## src/rtl/uart_apb_sequencer.sv

```systemverilog
// uart_apb_sequencer: APB master that programs one CoreUARTapb, then polls
// its status register and moves bytes between the UART data registers and
// two single-entry byte holding registers exposed as valid/ready streams.
//
// Handshakes: a byte moves on a stream only on a clock edge where both valid
// and ready are 1. The producer holds valid and data stable until that edge.
// valid never waits for ready. Here tx_* is consumed and rx_* is produced.
module uart_apb_sequencer #(
    parameter int unsigned POLL_GAP    = 4,
    parameter logic [4:0]  ADDR_TXDATA = 5'h00,
    parameter logic [4:0]  ADDR_RXDATA = 5'h04,
    parameter logic [4:0]  ADDR_CTRL1  = 5'h08,
    parameter logic [4:0]  ADDR_CTRL2  = 5'h0C,
    parameter logic [4:0]  ADDR_STATUS = 5'h10
) (
    input  logic        PCLK,
    input  logic        PRESETN,
    output logic        PSEL,
    output logic        PENABLE,
    output logic        PWRITE,
    output logic [4:0]  PADDR,
    output logic [7:0]  PWDATA,
    input  logic [7:0]  PRDATA,
    input  logic        PREADY,
    input  logic        cfg_start,
    input  logic [12:0] cfg_baud,
    input  logic        cfg_bit8,
    input  logic        cfg_par_en,
    input  logic        cfg_odd,
    output logic        configured,
    input  logic        tx_valid,
    input  logic [7:0]  tx_data,
    output logic        tx_ready,
    output logic        rx_valid,
    output logic [7:0]  rx_data,
    input  logic        rx_ready,
    output logic [2:0]  err,
    input  logic        err_clr,
    output logic [2:0]  dbg_state
);

    typedef enum logic [2:0] {
        S_UNCFG = 3'd0,
        S_CFG1  = 3'd1,
        S_CFG2  = 3'd2,
        S_POLL  = 3'd3,
        S_RXRD  = 3'd4,
        S_TXWR  = 3'd5,
        S_GAP   = 3'd6
    } state_t;

    localparam logic [7:0] GAP_LAST = 8'(POLL_GAP - 1);

    state_t      state;
    logic [12:0] baud_q;
    logic        bit8_q;
    logic        par_en_q;
    logic        odd_q;
    logic        cfg_pend;     // reprogram requested, waiting for the bus to go idle
    logic        rr_rx_first;  // when RX and TX both have work, which goes next
    logic [7:0]  gap_cnt;
    logic [7:0]  tx_hold;

    logic        xfer_done;
    logic        cfg_pending;
    logic        rx_cand;
    logic        tx_cand;
    logic [2:0]  err_set;
    logic [4:0]  setup_addr;
    logic        setup_write;
    logic [7:0]  setup_data;

    assign dbg_state   = state;
    assign xfer_done   = PSEL & PENABLE & PREADY;
    assign cfg_pending = cfg_pend | cfg_start;
    // Candidates are only meaningful on the cycle a STATUS read completes.
    assign rx_cand     = PRDATA[1] & ~rx_valid;
    assign tx_cand     = PRDATA[0] & ~tx_ready;
    assign err_set     = (state == S_POLL && xfer_done) ? PRDATA[4:2] : 3'b000;

    // Address, direction and write data for the transfer the current state issues.
    always_comb begin
        setup_addr  = ADDR_STATUS;
        setup_write = 1'b0;
        setup_data  = 8'h00;
        case (state)
            S_CFG1: begin
                setup_addr  = ADDR_CTRL1;
                setup_write = 1'b1;
                setup_data  = baud_q[7:0];
            end
            S_CFG2: begin
                setup_addr  = ADDR_CTRL2;
                setup_write = 1'b1;
                setup_data  = {baud_q[12:8], odd_q, par_en_q, bit8_q};
            end
            S_RXRD: setup_addr = ADDR_RXDATA;
            S_TXWR: begin
                setup_addr  = ADDR_TXDATA;
                setup_write = 1'b1;
                setup_data  = tx_hold;
            end
            default: setup_addr = ADDR_STATUS;
        endcase
    end

    // Sequencer FSM with the APB engine, holding registers and sticky errors.
    always_ff @(posedge PCLK or negedge PRESETN) begin
        if (!PRESETN) begin
            state       <= S_UNCFG;
            PSEL        <= 1'b0;
            PENABLE     <= 1'b0;
            PWRITE      <= 1'b0;
            PADDR       <= 5'h00;
            PWDATA      <= 8'h00;
            configured  <= 1'b0;
            tx_ready    <= 1'b1;
            tx_hold     <= 8'h00;
            rx_valid    <= 1'b0;
            rx_data     <= 8'h00;
            err         <= 3'b000;
            baud_q      <= 13'h0000;
            bit8_q      <= 1'b0;
            par_en_q    <= 1'b0;
            odd_q       <= 1'b0;
            cfg_pend    <= 1'b0;
            rr_rx_first <= 1'b1;
            gap_cnt     <= 8'h00;
        end else begin
            // New configuration is captured at once; programming waits for an idle bus.
            if (cfg_start) begin
                baud_q     <= cfg_baud;
                bit8_q     <= cfg_bit8;
                par_en_q   <= cfg_par_en;
                odd_q      <= cfg_odd;
                configured <= 1'b0;
                cfg_pend   <= 1'b1;
            end

            if (tx_valid && tx_ready) begin
                tx_hold  <= tx_data;
                tx_ready <= 1'b0;
            end

            if (rx_valid && rx_ready) begin
                rx_valid <= 1'b0;
            end

            // A fresh error report wins over a clear in the same cycle.
            if (|err_set) begin
                err <= err | err_set;
            end else if (err_clr) begin
                err <= 3'b000;
            end

            case (state)
                S_UNCFG: begin
                    if (cfg_pending) begin
                        state    <= S_CFG1;
                        cfg_pend <= 1'b0;
                    end
                end

                S_GAP: begin
                    if (cfg_pending) begin
                        state    <= S_CFG1;
                        cfg_pend <= 1'b0;
                    end else if (gap_cnt == GAP_LAST) begin
                        state <= S_POLL;
                    end else begin
                        gap_cnt <= gap_cnt + 8'd1;
                    end
                end

                default: begin
                    if (!PSEL) begin
                        // Bus idle: either divert to reprogramming or start SETUP.
                        if (cfg_pending) begin
                            state    <= S_CFG1;
                            cfg_pend <= 1'b0;
                        end else begin
                            PSEL    <= 1'b1;
                            PENABLE <= 1'b0;
                            PADDR   <= setup_addr;
                            PWRITE  <= setup_write;
                            PWDATA  <= setup_data;
                        end
                    end else if (!PENABLE) begin
                        PENABLE <= 1'b1;
                    end else if (PREADY) begin
                        // Completion: data effects always land, even if a reprogram follows.
                        PSEL    <= 1'b0;
                        PENABLE <= 1'b0;
                        if (state == S_RXRD) begin
                            rx_data  <= PRDATA;
                            rx_valid <= 1'b1;
                        end
                        if (state == S_TXWR) begin
                            tx_ready <= 1'b1;
                        end

                        if (cfg_pending) begin
                            state    <= S_CFG1;
                            cfg_pend <= 1'b0;
                        end else begin
                            case (state)
                                S_CFG1: state <= S_CFG2;
                                S_CFG2: begin
                                    configured <= 1'b1;
                                    state      <= S_POLL;
                                end
                                S_POLL: begin
                                    if (rx_cand && tx_cand) begin
                                        state       <= rr_rx_first ? S_RXRD : S_TXWR;
                                        rr_rx_first <= ~rr_rx_first;
                                    end else if (rx_cand) begin
                                        state <= S_RXRD;
                                    end else if (tx_cand) begin
                                        state <= S_TXWR;
                                    end else if (POLL_GAP == 0) begin
                                        state <= S_POLL;
                                    end else begin
                                        state   <= S_GAP;
                                        gap_cnt <= 8'h00;
                                    end
                                end
                                default: state <= S_POLL;
                            endcase
                        end
                    end
                end
            endcase
        end
    end

endmodule

```

## config.mk

```make
export PLATFORM = sky130hd
export DESIGN_NAME = uart_apb_sequencer
export DESIGN_NICKNAME = d
export VERILOG_FILES = /design/src/rtl/uart_apb_sequencer.sv
export SDC_FILE = /design/constraint.sdc
export NUM_CORES = 1
export LEC_CHECK = 0
export CAP_MARGIN = 15
export CORE_ASPECT_RATIO = 0.6
export CORE_UTILIZATION = 41
export CTS_CLUSTER_SIZE = 20
export DETAILED_ROUTE_END_ITERATION = 10
export GPL_ROUTABILITY_DRIVEN = 0
export GPL_TIMING_DRIVEN = 0
export PLACE_DENSITY = 0.68
export SYNTH_ARGS = -nofsm -noshare
export SYNTH_HDL_FRONTEND = slang
export SYNTH_SLANG_ARGS = --single-unit
```

## constraint.sdc

```tcl
create_clock -name PCLK -period 2.85 [get_ports PCLK]
set_input_delay 0.57 -clock PCLK [delete_from_list [all_inputs] [get_ports PCLK]]
set_output_delay 0.57 -clock PCLK [all_outputs]
set_load 0.05 [all_outputs]
```

==> flow_summary_export.csv <==
group,metric,value,unit
timing,fin_crit,2300,ps
yosys,synth_area,3010,um^2
routing,post_drt_wl_per_cell,16.0,um
yosys,async_flop_share,100,%
clocking,clockBufferDepth,2,
die,fp-row-count,23,
die,io_pins,72,
worst_setup_path,slowest_delay,870,ps
placed_design,dp_hpwl,5140,um
clocking,cts_root_buf,"clkbuf_16",
timing,fin_setup_tns,0,ps
worst_setup_path,cp.arrival,1730,ps
worst_setup_path,startpoint,"dbg_state[1]$_DFFE_PN0P_",
grt,grt_max_degree,66,
worst_setup_path,cp_cell_sequence,"clkdlybuf4s50_1",
placed_design,io_buffers,68,
layout,fin_util,59.8,%
clocking,ctsHoldBuffers,0,
outcome,outcome,"finished clean",
yosys,syn_area_per_cell,11.0,um^2
die,die_width,113,um
power,total_power,3590,uW
clocking,cts_buffers,9,
worst_setup_path,cpLargestDelayFamily,"buffers and inverters",
worst_setup_path,worst-endpoint-required,2280,ps
worst_setup_path,crit_fanout,7,
timing,tightest_slew,809,ps
clocking,post_cts_resized,0,
timing,hold_viol,0,
yosys,synth-edff-count,0,
worst_setup_path,path_buf_inv,1,
timing,rsz0062_at_grt,"false",
timing,slew_headroom,46.1,%
layout,layoutNonFillerInstCount,447,
layout,area_delta_synth_final,36.5,%
die,die_h,68.4,um
power,p_per_area,874,nW/um^2
yosys,yosys.area.top_type,"dfrtp_1",
grt,grt_overflow,0,
clocking,cts_sinks,65,
die,start_util,43.8,%
yosys,yosysWarnings,0,
yosys,syn_inst,275,
timing,clock_skew,3.48,ps
timing,fin_crit_sh,80.8,%
worst_setup_path,crit_path_start_kind,"register",
worst_setup_path,critPathKind,"reg2out",
layout,fin_nets,395,
routing,via_count,2342,
grt,grt_pass1_wl,11300,um
yosys,synth.distinct_cells,50,
yosys,synth.most_common_cell,"dfrtp_1",
grt,grt_usage,20.2,%
layout,diodes,0,
routing,post-route-drc-count,0,
layout,num-fill-cells,595,
placed_design,placed_cells,431,
routing,routed_wl,7160,um
clocking,cts_max_level,3,
yosys,synth_seq_area_share,54.1,%
routing,via_per_inst,5.24,
clocking,clk_pin_slew,50,ps
layout,drive_above_1_share,19.2,%
routing,dr.first_iter.drc_count,147,
clocking,postCtsSetupBuffers,0,
die,fp.dieArea,7700,um^2
yosys,synth_flop_cell,"dfrtp_1",
timing,slew_violations,0,
yosys,synth.top_cells.by_count,"dfrtp_1, mux2_2, nor2_1",
min_path,hold_path_class,"in2async",
routing,dr.pass1.iters,4,
yosys,synth_top_area_share,52.3,%
job,max_cap_violations,0,
power,p_leak,0.00180,uW
routing,antenna_left,0,
clocking,cts_tree,"yes",
timing,finalSetupViolCount,0,
worst_setup_path,worstReg2RegStart,"gap_cnt[0]$_DFFE_PN0P_",
worst_setup_path,endpoint_kind,"output port",
die,core_region_area,6880,um^2
yosys,synth.area.top_cells,"dfrtp_1, mux2_2, nor2_1",
power,vdd_drop_max,434,uV
worst_setup_path,critPathSlowestCell,"clkdlybuf4s50_1",
timing,fmax,434,MHz
grt,first_global_vias,2160,
yosys,ys_ff_latch,65,
clocking,clk-insertion-delay-late,330,ps
grt,antenna_found_initial,0,
-- worst paths after layout --
path | endpoint | cells past startpoint | slack, ps
setup / recovery | dbg_state[1] | 1 | 550
hold / removal | PWDATA[6]$_DFFE_PN0P_ | 1 | 320
setup reg to reg | gap_cnt[6]$_DFFE_PN0P_ | 7 | 910
hold reg to reg | PWDATA[3]$_DFFE_PN0P_ | 2 | 480
max in group asynchronous | gap_cnt[5]$_DFFE_PN0P_ | 1 | 1990
min in group PCLK | PWDATA[3]$_DFFE_PN0P_ | 2 | 480
-- registers in the layout, summed over array words and instances, names as in the netlist --
name / count
PWDATA: 8
rx_valid: 1
gap_cnt: 8
rx_data: 8
PENABLE: 1
tx_hold: 8
tx_ready: 1
par_en_q: 1
odd_q: 1
PSEL: 1
bit8_q: 1
rr_rx_first: 1
err: 3
cfg_pend: 1
PWRITE: 1
baud_q: 13
PADDR: 3
dbg_state: 3
configured: 1
-- final cells by class --
class / count / area (um^2) / area share, %
flip-flops and latches: 65 / 1630 / 39.6
well taps: 87 / 109 / 2.65
clock inverters: 4 / 51.3 / 1.25
repair buffers: 68 / 678 / 16.5
multi-input cells: 188 / 1270 / 31.0
inverters: 7 / 26.3 / 0.639
clock buffers: 12 / 256 / 6.24
plain buffers: 16 / 86.3 / 2.10
-- per-stage QoR --
step           area, um^2  hold slack, ps  worst slack [ps]
2_1_floorplan        3020             274               837
3_3_place_gp         3800             458              -958
3_5_place_dp         3800             464               331
4_1_cts              4110             362               543
5_1_grt              4110             401               494
6_report             4110             320               548
-- logic make-up (layout without fill, tap and decap cells) --
family	Yosys count	in the layout	synth area share, %
xor+xnor	6	6	1.74
compound gates	63	63	13.5
buf+inv	23	107	3.74
mux	31	31	11.6
fa+ha+maj	2	2	0.748
flops	65	65	54.1
simple gates	84	84	14.5
other cells	1	2	0.125
-- layout by cell type (no fill, tap or decap), drive strengths merged, types with 2 or more instances in the layout --
master / n
nor2b: 4
o22ai: 4
a31oi: 2
buf: 9
and3: 3
o21ai: 24
nand4: 3
nor2: 30
xor2: 5
or3: 2
clkbuf: 20
nand3b: 3
conb: 2
clkdlybuf4s50: 67
a22o: 2
or2: 4
mux2: 31
inv: 7
a21oi: 13
o211ai: 3
a22oi: 8
nand2: 25
dfrtp: 63
clkinv: 2
nor4: 2
dfstp: 2
nor3: 2
-- metal layers --
metal	vias to the layer above	GRT usage, %	routed length [um]
met4	0	7.50	47
met5	-	0	0
met1	1147	29.8	3760
met2	65	26.6	2990
li1	1123	-	-
met3	7	7.00	357
-- power breakdown --
part	total (uW)	switching [uW]	internal (uW)	leakage, uW
Sequential	1230	132	1100	0.000832
Clock	1120	393	724	0.000149
Combinational	1240	795	449	0.000819
Power figures use the tool's default switching activity.
